### src/rtl/serial_frame_tx.sv
// Parallel-to-serial frame transmitter: start bit, data LSB first, optional
// even parity, stop bit. Every output comes straight from a flop, so the
// receiver's sampling chain always sees a glitch-free line.
module serial_frame_tx #(
    parameter int DATA_W       = 8,
    parameter int CLKS_PER_BIT = 4,
    parameter int PARITY_EN    = 1
) (
    input  logic              clk,
    input  logic              rst,
    input  logic [DATA_W-1:0] data_in,
    input  logic              valid_in,
    output logic              ready_out,
    output logic              tx_out,
    output logic              busy
);

    localparam int CYC_W = (CLKS_PER_BIT > 1) ? $clog2(CLKS_PER_BIT) : 1;
    localparam int BIT_W = $clog2(DATA_W + 1);

    typedef enum logic [2:0] {
        S_IDLE,
        S_START,
        S_DATA,
        S_PARITY,
        S_STOP
    } state_t;

    state_t              state_q, state_d;
    logic [CYC_W-1:0]    cyc_q, cyc_d;
    logic [BIT_W-1:0]    bit_q, bit_d;
    logic [DATA_W-1:0]   shift_q, shift_d;
    logic                par_q, par_d;
    logic                tx_q, tx_d;
    logic                busy_q, busy_d;
    logic                ready_q, ready_d;
    logic                last_cyc;

    assign last_cyc  = (cyc_q == CYC_W'(CLKS_PER_BIT - 1));
    assign tx_out    = tx_q;
    assign busy      = busy_q;
    assign ready_out = ready_q;

    // Next-state, counters and shifter; outputs are derived from the next
    // state so the registered line changes on the same edge as the state.
    always_comb begin
        state_d = state_q;
        cyc_d   = cyc_q;
        bit_d   = bit_q;
        shift_d = shift_q;
        par_d   = par_q;

        case (state_q)
            S_IDLE: begin
                if (valid_in) begin
                    shift_d = data_in;
                    par_d   = ^data_in;
                    cyc_d   = '0;
                    bit_d   = '0;
                    state_d = S_START;
                end
            end
            S_START: begin
                if (last_cyc) begin
                    cyc_d   = '0;
                    state_d = S_DATA;
                end else begin
                    cyc_d = cyc_q + CYC_W'(1);
                end
            end
            S_DATA: begin
                if (last_cyc) begin
                    cyc_d   = '0;
                    shift_d = shift_q >> 1;
                    if (bit_q == BIT_W'(DATA_W - 1)) begin
                        bit_d   = '0;
                        state_d = (PARITY_EN != 0) ? S_PARITY : S_STOP;
                    end else begin
                        bit_d = bit_q + BIT_W'(1);
                    end
                end else begin
                    cyc_d = cyc_q + CYC_W'(1);
                end
            end
            S_PARITY: begin
                if (last_cyc) begin
                    cyc_d   = '0;
                    state_d = S_STOP;
                end else begin
                    cyc_d = cyc_q + CYC_W'(1);
                end
            end
            S_STOP: begin
                if (last_cyc) begin
                    cyc_d   = '0;
                    state_d = S_IDLE;
                end else begin
                    cyc_d = cyc_q + CYC_W'(1);
                end
            end
            default: begin
                cyc_d   = '0;
                bit_d   = '0;
                state_d = S_IDLE;
            end
        endcase

        case (state_d)
            S_START:  tx_d = 1'b0;
            S_DATA:   tx_d = shift_d[0];
            S_PARITY: tx_d = par_d;
            default:  tx_d = 1'b1;
        endcase
        busy_d  = (state_d != S_IDLE);
        ready_d = (state_d == S_IDLE);
    end

    // State, datapath and output registers; reset aborts any frame in flight.
    always_ff @(posedge clk or posedge rst) begin
        if (rst) begin
            state_q <= S_IDLE;
            cyc_q   <= '0;
            bit_q   <= '0;
            shift_q <= '0;
            par_q   <= 1'b0;
            tx_q    <= 1'b1;
            busy_q  <= 1'b0;
            ready_q <= 1'b1;
        end else begin
            state_q <= state_d;
            cyc_q   <= cyc_d;
            bit_q   <= bit_d;
            shift_q <= shift_d;
            par_q   <= par_d;
            tx_q    <= tx_d;
            busy_q  <= busy_d;
            ready_q <= ready_d;
        end
    end

endmodule

### config.mk
export PLATFORM = sky130hd
export DESIGN_NAME = serial_frame_tx
export DESIGN_NICKNAME = d
export VERILOG_FILES = /design/src/rtl/serial_frame_tx.sv
export SDC_FILE = /design/constraint.sdc
export NUM_CORES = 1
export LEC_CHECK = 0
export ABC_AREA = 1
export CAP_MARGIN = 40
export CORE_MARGIN = 3
export CORE_UTILIZATION = 40
export DETAILED_ROUTE_END_ITERATION = 8
export DONT_BUFFER_PORTS = 1
export PLACE_DENSITY_LB_ADDON = 0.2
export SETUP_SLACK_MARGIN = 0.05
export SLEW_MARGIN = 20
export SYNTH_ARGS = -nofsm -noshare
export SYNTH_HDL_FRONTEND = slang
export SYNTH_SLANG_ARGS = --single-unit
### constraint.sdc
create_clock -name clk -period 2.2 [get_ports clk]
set_clock_uncertainty 0.15 [all_clocks]
set_input_delay 0.33 -clock clk [delete_from_list [all_inputs] [get_ports clk]]
set_output_delay 0.33 -clock clk [all_outputs]
set_load 0.005 [all_outputs]
; Yosys cells after proc, flatten, opt, wreduce, memory -nomap -nowiden
; Cells that the tools add are included.
[classes]
add_sub_neg = 2
n_eq_ne = 11
muxes = 20
bitwise = 1
reduce_logical = 9
[op_table]
columns = op, n
row1 = 3-bit two-way mux, 6
row2 = 8-bit two-way mux, 2
row3 = 8-bit one-hot mux with 2 select lines, 1
row4 = 3-bit one-hot mux with 5 select lines, 1
row5 = 3-bit by 2-bit equality test with 1-bit output (second input constant), 4
row6 = 4-bit two-way mux, 3
row7 = 4-bit one-hot mux with 3 select lines, 1
row8 = 8-bit parity, 1
row9 = 3-bit by 1-bit equality test with 1-bit output (second input constant), 2
row10 = 3-bit zero test, 2
row11 = 3-bit AND reduction, 2
row12 = 4-bit by 1-bit adder with 4-bit output (second input constant), 1
row13 = 4-bit by 3-bit equality test with 1-bit output (second input constant), 1
row14 = 2-bit two-way mux, 2
row15 = 2-bit inequality test (second input constant), 2
row16 = 2-bit one-hot mux with 2 select lines, 1
row17 = 4-bit OR reduction, 1
row18 = 3-bit equality test (second input constant), 1
row19 = 1-bit one-hot mux with 3 select lines, 1
row20 = 3-bit nonzero test, 1
row21 = 3-bit OR reduction, 1
row22 = 2-bit by 1-bit adder with 2-bit output (second input constant), 1
row23 = 2-bit equality test (second input constant), 1
row24 = 1-bit two-way mux, 2
row25 = other kinds (2), 2
[totals]
reg_bits = 21
output_inout_bits = 3

; Logic depth before layout (Yosys ltp)
[depth]
word_depth = 6
depth_mapped = 11
mapped_depth_nobuf = 11

; Worst setup path after synthesis
; No wires, ideal clock.
[synth_path]
kind = register to register
startpoint = register cyc_q[0]
endpoint = register busy_q, in the netlist busy
t_arrival_ps = 1220
setup_slack_ps = 716
path_stages_with_launch = 8
n_path_buf = 0
period_less_slack_ps = 1484
cell_sequence = dfrtp_1 -> ha_1 -> nand3_4 -> nand2_4 -> a21boi_2 -> nand2_2 -> nor2_4 -> inv_2
[synth_between]
elab_chain_len = 4
word_cells_on_any_way = 7
[synth_rtl]
columns = element, line_no
row1 = from (decl), 30  ; logic [CYC_W-1:0] cyc_q, cyc_d;
row2 = from (signal assigned), 131  ; cyc_q <= cyc_d;
row3 = 2-bit equality test *, 39  ; assign last_cyc = (cyc_q == CYC_W'(CLKS_PER_BIT - 1));
row4 = "3-bit two-way mux, on equally long branches", n/a
row5 = 3-bit one-hot mux with 5 select lines *, 53  ; case (state_q)
row6 = 3-bit nonzero test *, 114  ; busy_d = (state_d != S_IDLE);
row7 = named net busy_d, 35  ; logic busy_q, busy_d;
row8 = to (signal assigned), 136  ; busy_q <= busy_d;
row9 = to (decl), 35
; The timed path passes the listed nets; every way through them passes the cells marked *.
; A chain may end at the register's enable or synchronous reset.

; Final worst setup path
; Ends and elaborated chain as after synthesis.

==> flow_metrics.env <==
export IMPL_status="complete, no violations"
export IMPL_rr_startpoint="cyc_q[0]"
export IMPL_ant_nets=0
export IMPL_grt_pass1_wl_microns=4050
export IMPL_crit_path_end="busy"
export IMPL_finalWorstSetupSlack_ns=0.549
export IMPL_min_period_ns=1.65
export IMPL_dieArea_sq_mm=0.00385
export IMPL_p_int_uw=478
export IMPL_synth_nets=178
export IMPL_vias_per_cell=4.74
export IMPL_pin_count=14
export IMPL_finalPower_uw=625
export IMPL_p_clk_share_pct=29.7
export IMPL_slowest_delay_ns=0.40
export IMPL_worstMarginPinSlew_ns=0.307
export IMPL_nNetsFinal=187
export IMPL_crit_type="register to register"
export IMPL_synthTopCellsByArea="dfrtp_1 (38%), nand2_1 (14%), inv_1 (10%)"
export IMPL_drt_pass1_iterations=4
export IMPL_core_area_sq_mm=0.00288
export IMPL_synth_warnings=0
export IMPL_finalSetupTns_ns=0
export IMPL_clk_pin_slew_ns=0.12
export IMPL_cts_buffers=3
export IMPL_start_kind="register"
export IMPL_wl_per_cell_microns=10.8
export IMPL_fmax_mhz=606
export IMPL_drt_iter0_drc=51
export IMPL_syn_mean_instance_area_sq_um=7.61
export IMPL_layout_cells_most_common_list="nand2_1 (47), inv_1 (34), dfrtp_1 (19), nand3_1 (12), nor2_1 (11)"
export IMPL_maxSlewHeadroom_pct=79.5
export IMPL_multi_input_area_sq_um=584
export IMPL_cts_resized=0
export IMPL_synth_top_cell_area_share_pct=37.9
export IMPL_netlist_area_sq_mm=0.00125
export IMPL_drv_cap=0
export IMPL_dp_cells=207
export IMPL_port_buffers=0
export IMPL_utilization_pct=47.9
export IMPL_clock_sinks=21
export IMPL_h_tree_depth=1
export IMPL_min_path_type="input port to register"
export IMPL_ys_seq_elements=21
export IMPL_vias=1020
export IMPL_area_sequential_sq_um=528
export IMPL_worstSkewPairLatency_ns=0.30
export IMPL_setup_viol_count_final=0
export IMPL_n_antenna_cell=0
export IMPL_slew_violations=0
export IMPL_antenna_found_initial=0
export IMPL_grt_pass1_vias=956
export IMPL_die_w_microns=62.0
export IMPL_overflow=0
export IMPL_hold_viol_final=0
export IMPL_area_growth_pct=9.87
export IMPL_grt_max_degree=22
export IMPL_worstReg2RegEnd="busy"
export IMPL_layoutNonFillerInstCount=215
export IMPL_yosysUniqueCellTypes=25
export IMPL_hpwl_microns=1850
export IMPL_grt_use_total_pct=14.2
export IMPL_synth_seq_area_share_pct=42.1
export IMPL_regToRegSetupSlack_ns=0.55
export IMPL_crit_slowest_cell="dfrtp_1"
export IMPL_drc_errors=0
export IMPL_power_static_leakage_uw=0.000723
export IMPL_switching_power_uw=147
export IMPL_n_fill_cell=313
export IMPL_worstPathRequired_ns=2.26
export IMPL_drt_total_wl_microns=2320
export IMPL_crit_chain="ha_1, nand3_4, nand2_4, a21boi_2, nand2_2, nor2_4, inv_2"
export IMPL_gp_congestion=0.794
export IMPL_drive_gt1_share_pct=12.7
export IMPL_pwr_share_seq_pct=61.8
export IMPL_synth_top_area_cell="dfrtp_1"
export IMPL_rows=19
export IMPL_dp_slack_ns=0.561
export IMPL_end_kind="register"
export IMPL_fp_dieH_microns=62.0
export IMPL_start_util_pct=43.6
export IMPL_final_common_cell="nand2_1"
export IMPL_post_route_period_util_pct=75.0
export IMPL_clk_path_buf_depth=2
export IMPL_arrival_ns=1.71
export IMPL_syn_instance_count=165
export IMPL_p_per_area_mw_per_mm2=453
export IMPL_switching_share_pct=23.5
export IMPL_p_comb_share_pct=8.5
export IMPL_clock_tree_root_cell="clkbuf_4"
export IMPL_cts_tree="done"
export IMPL_ff2ff_path_depth=7
export IMPL_cp_max_fo=10
export IMPL_rsz0062_at_grt="no"
export IMPL_irDropWorstVdd_uv=242
export IMPL_startpoint="cyc_q[0]"
[how the worst min path moves through the flow]
| stage | from | endpoint | slack, ns | cells past startpoint |
|---|---|---|---|---|
| 3_5_place_dp | rst | bit_q[1] | 0.26 | 1 |
| 2_1_floorplan | rst | bit_q[0] | 0.16 | 1 |
| 6_report | data_in[2] | shift_q[2] | 0.009 | 2 |
| 3_3_place_gp | rst | bit_q[1] | 0.26 | 1 |
| 4_1_cts | data_in[5] | shift_q[5] | 0.006 | 2 |
| 5_1_grt | data_in[5] | shift_q[5] | 0.004 | 2 |
[Yosys cell counts]
cell type / count
nor2_4: 2
a21oi_1: 3
o22ai_1: 1
nand2_4: 1
o211ai_1: 3
dfstp_2: 2
o21ai_2: 1
ha_1: 2
xnor2_1: 2
or2_0: 1
a21boi_2: 1
o21ai_0: 4
a22o_2: 1
nor2_1: 11
dfrtp_1: 19
nand2_1: 47
nand3_1: 12
a21oi_2: 1
inv_2: 4
inv_1: 34
o221ai_1: 6
nand3_4: 2
o31ai_1: 1
nand2_2: 3
a21boi_1: 1
[cell families (layout without fill, tap and decap cells)]
group | count (synthesis) | count (layout) | share of synthesized area [%]
simple gates | 79 | 79 | 29.6
buf+inv | 38 | 46 | 11.4
compound gates | 23 | 23 | 13.6
flops | 21 | 21 | 42.1
fa+ha+maj | 2 | 2 | 1.99
xor+xnor | 2 | 2 | 1.40
[flip-flops by register name, summed over array words and instances (netlist names)]
register / flops
shift_q: 8
bit_q: 4
state_q: 3
cyc_q: 2
busy: 1
par_q: 1
ready_out: 1
tx_out: 1
[metrics by stage]
stage          instance area, sq um  hold slack, ns
3_3_place_gp                   1310           0.263
5_1_grt                        1380         0.00357
4_1_cts                        1340         0.00578
3_5_place_dp                   1310           0.259
2_1_floorplan                  1250           0.155
6_report                       1380         0.00895
[worst max-delay path: cells and delay by family (launching register included)]
family | cells | cell delay, ns
buffers and inverters | 1 | 0.03
adder cells (fa/ha/maj) | 1 | 0.28
AND/OR/NAND/NOR | 4 | 0.49
flip-flops | 1 | 0.40
AO/OA/AOI/OAI | 1 | 0.20
[metal layers]
metal  up-vias  global-route usage [%]  routed length, microns
met3         2                    3.93                      75
met4         0                    2.73                      21
met5         -                       0                       0
met1       471                    18.8                    1090
met2        16                    23.2                    1140
li1        531                       -                       -
[power by group through the flow]
stage          clock network, uW  logic (uW)  registers (uW)
2_1_floorplan                  0        38.1             393
6_report                     186        53.0             386
3_5_place_dp                   0        46.7             393
5_1_grt                      209        62.8             386
3_3_place_gp                   0        45.2             393
4_1_cts                      193        48.4             386
[layout make-up]
| class | count | share of cell area, % |
|---|---|---|
| Multi-Input combinational cell | 106 | 42.4 |
| Inverter | 38 | 10.3 |
| Timing Repair Buffer | 4 | 3.27 |
| Sequential cell | 21 | 38.3 |
| Tap cell | 42 | 3.81 |
| Clock buffer | 4 | 1.91 |
[what timing repair did]
item / 4_1_cts / 5_1_grt
setup buffers: 0 / 0
hold buffers: 1 / 2
hold endpoints to repair: 19 / 2
No activity file was read; power rests on OpenSTA's default activity.
